### src/rtl/fetch_ctrl.sv
// fetch_ctrl: instruction fetch PC sequencer with I-cache miss/refill handling.
// Tracks the fetch PC through redirects, predictions and stalls, issues line
// refill requests on I-cache misses and counts misses.
// Optional build macro: FETCH_MISS_TIMEOUT_EN adds a refill timeout that
// abandons a refill after MISS_TIMEOUT cycles and raises an instruction fault.
module fetch_ctrl #(
    parameter logic [31:0] BOOT_PC      = 32'h0000_1000,
    parameter int          MISS_TIMEOUT = 255
) (
    input  logic        clk_i,
    input  logic        rst_i,
    input  logic        stall_core_i,
    input  logic        redirect_i,
    input  logic [31:0] redirect_pc_i,
    input  logic        pred_taken_i,
    input  logic [31:0] pred_pc_i,
    input  logic        icache_hit_i,
    input  logic        mem_ack_i,
    output logic [31:0] fetch_pc_o,
    output logic        mem_req_o,
    output logic [31:0] mem_addr_o,
    output logic        icache_fill_o,
    output logic        stall_fetch_o,
    output logic        kill_o,
    output logic        fetch_misaligned_instr_exc_o,
    output logic        fetch_instr_fault_exc_o,
    output logic [15:0] miss_count_o
);

    typedef enum logic [1:0] {
        IDLE = 2'd0,
        RUN  = 2'd1,
        MISS = 2'd2,
        FILL = 2'd3
    } state_t;

    state_t      state_q, state_d;
    logic [31:0] pc_q, pc_d;
    logic        pend_v_q, pend_v_d;
    logic [31:0] pend_pc_q, pend_pc_d;
    logic [15:0] miss_cnt_q, miss_cnt_d;
    logic        pc_aligned;
    logic        run_miss;
    logic [31:0] resume_pc;
    logic        timeout;

    assign pc_aligned = (pc_q[1:0] == 2'b00);
    assign run_miss   = !icache_hit_i && !redirect_i && pc_aligned;

    // PC to resume at after a refill ends: a redirect arriving this very cycle
    // is the latest and wins over an older pended target.
    assign resume_pc = redirect_i ? redirect_pc_i :
                       pend_v_q   ? pend_pc_q     : pc_q;

`ifdef FETCH_MISS_TIMEOUT_EN
    logic [7:0] tmo_q;

    // Count cycles spent in MISS; cleared whenever the FSM is elsewhere.
    always_ff @(posedge clk_i) begin
        if (rst_i || state_q != MISS) begin
            tmo_q <= 8'd0;
        end else begin
            tmo_q <= tmo_q + 8'd1;
        end
    end

    // Fires on the MISS_TIMEOUT-th waiting cycle; a coincident ack still wins.
    assign timeout                 = (state_q == MISS) && !mem_ack_i &&
                                     (tmo_q == 8'(MISS_TIMEOUT - 1));
    assign fetch_instr_fault_exc_o = timeout;
`else
    assign timeout                 = 1'b0;
    assign fetch_instr_fault_exc_o = (MISS_TIMEOUT < 0);
`endif

    // Next-state, next-PC and per-state outputs.
    always_comb begin
        state_d                      = state_q;
        pc_d                         = pc_q;
        pend_v_d                     = pend_v_q;
        pend_pc_d                    = pend_pc_q;
        miss_cnt_d                   = miss_cnt_q;
        mem_req_o                    = 1'b0;
        icache_fill_o                = 1'b0;
        stall_fetch_o                = 1'b0;
        fetch_misaligned_instr_exc_o = 1'b0;

        case (state_q)
            IDLE: begin
                stall_fetch_o = 1'b1;
                state_d       = RUN;
            end
            RUN: begin
                fetch_misaligned_instr_exc_o = !pc_aligned;
                if (run_miss) begin
                    mem_req_o     = 1'b1;
                    stall_fetch_o = 1'b1;
                    state_d       = MISS;
                    if (miss_cnt_q != 16'hFFFF) begin
                        miss_cnt_d = miss_cnt_q + 16'd1;
                    end
                end
                if (redirect_i) begin
                    pc_d = redirect_pc_i;
                end else if (stall_core_i || run_miss) begin
                    pc_d = pc_q;
                end else if (pred_taken_i) begin
                    pc_d = pred_pc_i;
                end else begin
                    pc_d = pc_q + 32'd4;
                end
            end
            MISS: begin
                mem_req_o     = 1'b1;
                stall_fetch_o = 1'b1;
                if (redirect_i) begin
                    pend_v_d  = 1'b1;
                    pend_pc_d = redirect_pc_i;
                end
                if (mem_ack_i) begin
                    state_d = FILL;
                end else if (timeout) begin
                    state_d  = RUN;
                    pc_d     = resume_pc;
                    pend_v_d = 1'b0;
                end
            end
            FILL: begin
                icache_fill_o = 1'b1;
                stall_fetch_o = 1'b1;
                state_d       = RUN;
                pc_d          = resume_pc;
                pend_v_d      = 1'b0;
            end
            default: begin
                state_d = IDLE;
            end
        endcase
    end

    // State register with synchronous reset taking priority over all inputs.
    always_ff @(posedge clk_i) begin
        if (rst_i) begin
            state_q    <= IDLE;
            pc_q       <= BOOT_PC;
            pend_v_q   <= 1'b0;
            pend_pc_q  <= 32'd0;
            miss_cnt_q <= 16'd0;
        end else begin
            state_q    <= state_d;
            pc_q       <= pc_d;
            pend_v_q   <= pend_v_d;
            pend_pc_q  <= pend_pc_d;
            miss_cnt_q <= miss_cnt_d;
        end
    end

    assign fetch_pc_o   = pc_q;
    assign miss_count_o = miss_cnt_q;
    assign kill_o       = redirect_i && (state_q != IDLE);
    assign mem_addr_o   = mem_req_o ? {pc_q[31:4], 4'b0000} : 32'd0;

endmodule
### config.mk
export PLATFORM = sky130hd
export DESIGN_NAME = fetch_ctrl
export DESIGN_NICKNAME = d
export VERILOG_FILES = /design/src/rtl/fetch_ctrl.sv
export SDC_FILE = /design/constraint.sdc
export NUM_CORES = 1
export LEC_CHECK = 0
export ABC_AREA = 1
export CAP_MARGIN = 10
export CORE_MARGIN = 2
export CORE_UTILIZATION = 30
export DETAILED_ROUTE_END_ITERATION = 16
export SETUP_SLACK_MARGIN = 0.4
export SLEW_MARGIN = 30
export SYNTH_ARGS = -nofsm -noshare
export SYNTH_HDL_FRONTEND = slang
export SYNTH_SLANG_ARGS = --single-unit
### constraint.sdc
create_clock -name clk_i -period 1.8 [get_ports clk_i]
set_input_delay 0.45 -clock clk_i [delete_from_list [all_inputs] [get_ports clk_i]]
set_output_delay 0.45 -clock clk_i [all_outputs]
set_load 0.005 [all_outputs]
==> results.md <==
* CP endpoint kind: primary output
* TritonCTS buffer count at 9
* Final setup viols at 63
* Power Total at 11700 uW
* Standard cell area after detailed placement at 7730 sq um
* # nets final at 1260
* Global routing usage summed across all routing layers at 23.7%
* Routed met2 length at 11400 um
* Final period utilization at 128%
* Number of search-and-repair iterations in the first detailed-routing pass at 5
* Hold Path Class: reg2reg
* Post-route DRC violation count at 0
* TritonCTS clock tree: yes
* Switching pwr at 4530 uW
* Setup tns final at -24.14 ns
* Relative contribution of sequential cells to total power at 23.8%
* Worst EP arrival at 1.85 ns
* Clk Tree Root Cell: sky130_fd_sc_hd__clkbuf_16
* Most frequent standard cell in the layout excluding fill and tap cells: sky130_fd_sc_hd__nand2_1
* H-tree level count at 3
* Met3 wirelength from detailed routing at 1620 um
* Final design instance area without fill at 9970 sq um
* Worst path required time at 1.35 ns
* Relative contribution of combinational cells to total power at 59.9%
* Number of distinct library cell variants in the gate-level netlist after synthesis at 34
* Area of the core region at 17400 sq um
* Int Pwr at 7200 uW
* Clock transition at the registers of the reported paths at 0.06 ns
* WS Path Type: reg2out
* Cell Count, Final, Fillers Out at 1413
* Reported leakage power at 0.00408 uW
* Cell area after synthesis at 5380 sq um
* Start point of the critical path: fetch_pc_o[0]
* Routed vias at 7108
* Latest clock arrival within the worst-skew pair at 0.35 ns
* Largest clock skew in the final design at 0.00730 ns
* Max Cap Violations at 0
* Critical path fanouts, max at 6
* Wl on met1 at 9670 um
* Drt wl/cell at 16.4 um
* Final critical-path setup slack at -0.499 ns
* Failing checks: negative setup slack
* Number of warning messages in the yosys log at 0
* Post-Place Cells at 1309
* Height of the die at 138 um
* CP Cell Sequence: nor2_4 > nand3_4 > nor2_4 > o21ai_4 > buf_12 > buf_12 > buf_16 > buf_12 > nor2_4 > buf_2
* Filler cell count in the final layout at 1567
* Clock network fraction of total power at 16.2%
* Highest ir drop seen on vdd at 704 uV
* Starting density of the core at 30.9%
* Startpoint of the worst hold path: pend_pc_q[0]
* Global-route wire length before repair at 34800 um
* Switching part of the total at 38.6%
* Max Root-Sink Buffers at 2
* Core Rows at 48
* Max-slew violations at 0
* Count of final hold-check violations at 0
* Global placer's final weighted congestion at 0.988
* Unrepaired setup endpoints after global routing: yes
* Maximum frequency from static timing analysis at 435 MHz
* Post-Syn Area per Cell at 5.92 sq um
* Pin count of the biggest net entering global routing at 41
* # diodes at 0
* Count of routing violations after the opening detailed-route iteration at 641
* Die width at 138 um
* Highest metal used: met4
* P&R area growth vs syn at 85.3%
* Initial antenna violation count at 0
* Post-synthesis sequential area ratio at 30.9%
* Number of nets with antenna violations after routing at 0
* HPWL after DPL at 15200 um
* Run status: complete, but fails checks
* Commonest cells after routing, fill and taps aside: sky130_fd_sc_hd__nand2_1 (188), sky130_fd_sc_hd__nor2_1 (159), sky130_fd_sc_hd__buf_4 (77)
* Number of global-route vias before repair at 6661
* Critical path's top delay family: buffers and inverters
* Aggregate routed wire length at 23200 um
* Number of clock sinks at 83
* PwrDens at 1180 nW/um^2
* Worst r2r src: state_q[0]
* Peak per-stage delay on the critical path at 0.34 ns
* Count of mapped cells out of synthesis at 909
* I/O Buffers at 151
* Post-synthesis sequential element count at 83
* Num ports at 157
* Critical-path top delay cell: sky130_fd_sc_hd__dfxtp_2
* Grt ovf at 0
* Crit path launch type: register
* Crit path buf inv count at 5
* Via-to-Cell Ratio at 5.03
* Fraction of final layout cells with drive strength greater than 1 at 40.5%
* Clock period minus worst slack at 2.30 ns
* Die area at 19000 sq um
==> repair_timing <==
item                                    CTS  global route
buffers inserted                         59            15
gates cloned                             13             1
endpoints found under the setup margin  164           140
hold buffers                              0             0
resized for setup                       565           137
pin swaps                                47            39
==> logic make-up after synthesis <==
logic type	count (synthesis)	synth area share [%]
AOI/OAI and AO/OA	185	18.4
xor gates and xnor gates	10	1.63
adders and majority gates	6	1.40
buffers and inverters	115	9.26
DFF	83	30.9
other	1	0.0697
and+or+nand+nor	509	38.4
==> final timing paths <==
path | cells after the start | slack (ns) | to
worst max register to register | 16 | -0.44 | fetch_pc_o[21]
worst min-delay path | 2 | 0.47 | pend_pc_q[0]
worst max-delay path | 10 | -0.50 | mem_addr_o[27]
worst min register to register | 2 | 0.47 | pend_pc_q[0]
==> registers in the layout, summed over array words and instances (netlist names) <==
register / cells
miss_count_o: 16
pend_v_q: 1
pend_pc_q: 32
fetch_pc_o: 32
state_q: 2
==> layer usage <==
| layer | GRT usage [%] | vias up |
|---|---|---|
| met5 | 0 | - |
| met4 | 8.11 | 0 |
| met3 | 4.61 | 35 |
| met2 | 39.6 | 263 |
| met1 | 30.7 | 3342 |
| li1 | - | 3468 |
==> cells in the mapped netlist, drive strengths merged <==
master / instances / area share, %
a21oi: 91 / 8.6
inv: 63 / 4.4
and3: 1 / 0.12
ha: 6 / 1.4
dfxtp: 83 / 31
clkinv: 2 / 0.14
nor3: 8 / 0.84
or2: 3 / 0.35
buf: 26 / 3.0
conb: 1 / 0.070
nor3b: 2 / 0.37
nand3: 50 / 4.7
o21a: 15 / 2.1
o21ai: 74 / 6.9
o221ai: 3 / 0.49
nand4: 5 / 0.58
nor2: 221 / 16
clkbuf: 24 / 1.7
nand2: 219 / 15
xnor2: 1 / 0.16
a211oi: 2 / 0.28
xor2: 9 / 1.5
==> power by group through the flow <==
| stage | combinational, uW | clock [uW] | sequential, uW |
|---|---|---|---|
| final | 7030 | 1910 | 2800 |
| after floorplan | 2090 | 0 | 2710 |
| after global routing | 7470 | 2010 | 2850 |
| after CTS | 6250 | 1930 | 2760 |
| after detailed placement | 4360 | 0 | 2710 |
| after global placement | 4340 | 0 | 2710 |
==> worst register-to-register path: stages, from the launching register on <==
cell,delay (ns)
sky130_fd_sc_hd__dfxtp_4,0.37
sky130_fd_sc_hd__buf_4,0.13
sky130_fd_sc_hd__buf_6,0.10
sky130_fd_sc_hd__buf_6,0.10
sky130_fd_sc_hd__buf_6,0.10
sky130_fd_sc_hd__buf_6,0.11
sky130_fd_sc_hd__ha_4,0.15
sky130_fd_sc_hd__buf_6,0.11
sky130_fd_sc_hd__buf_6,0.12
sky130_fd_sc_hd__nor2_4,0.09
sky130_fd_sc_hd__nor2_4,0.05
sky130_fd_sc_hd__nand2_4,0.14
sky130_fd_sc_hd__inv_8,0.07
sky130_fd_sc_hd__buf_6,0.13
sky130_fd_sc_hd__buf_16,0.12
sky130_fd_sc_hd__o21a_1,0.11
sky130_fd_sc_hd__a21oi_1,0.15
==> layout make-up <==
cell class / instances / area [sq um] / share of cell area [%]
Timing Repair Buffer: 309 / 3160 / 31.7
Sequential cell: 83 / 1800 / 18.0
Inverter: 65 / 299 / 3.00
Clock inverter: 4 / 50.0 / 0.502
Tap cell: 225 / 282 / 2.82
Clock buffer: 12 / 246 / 2.47
Multi-Input combinational cell: 715 / 4140 / 41.5
==> metrics by stage <==
stage	util (%)	hold WS, ns	setup slack (ns)
2_1_floorplan	-	0.436	0.165
3_3_place_gp	44.4	0.454	-0.856
3_5_place_dp	44.4	0.459	-0.898
4_1_cts	53.8	0.467	-0.502
5_1_grt	57.2	0.493	-0.581
6_report	57.2	0.469	-0.499
Power figures use the tool's default switching activity.
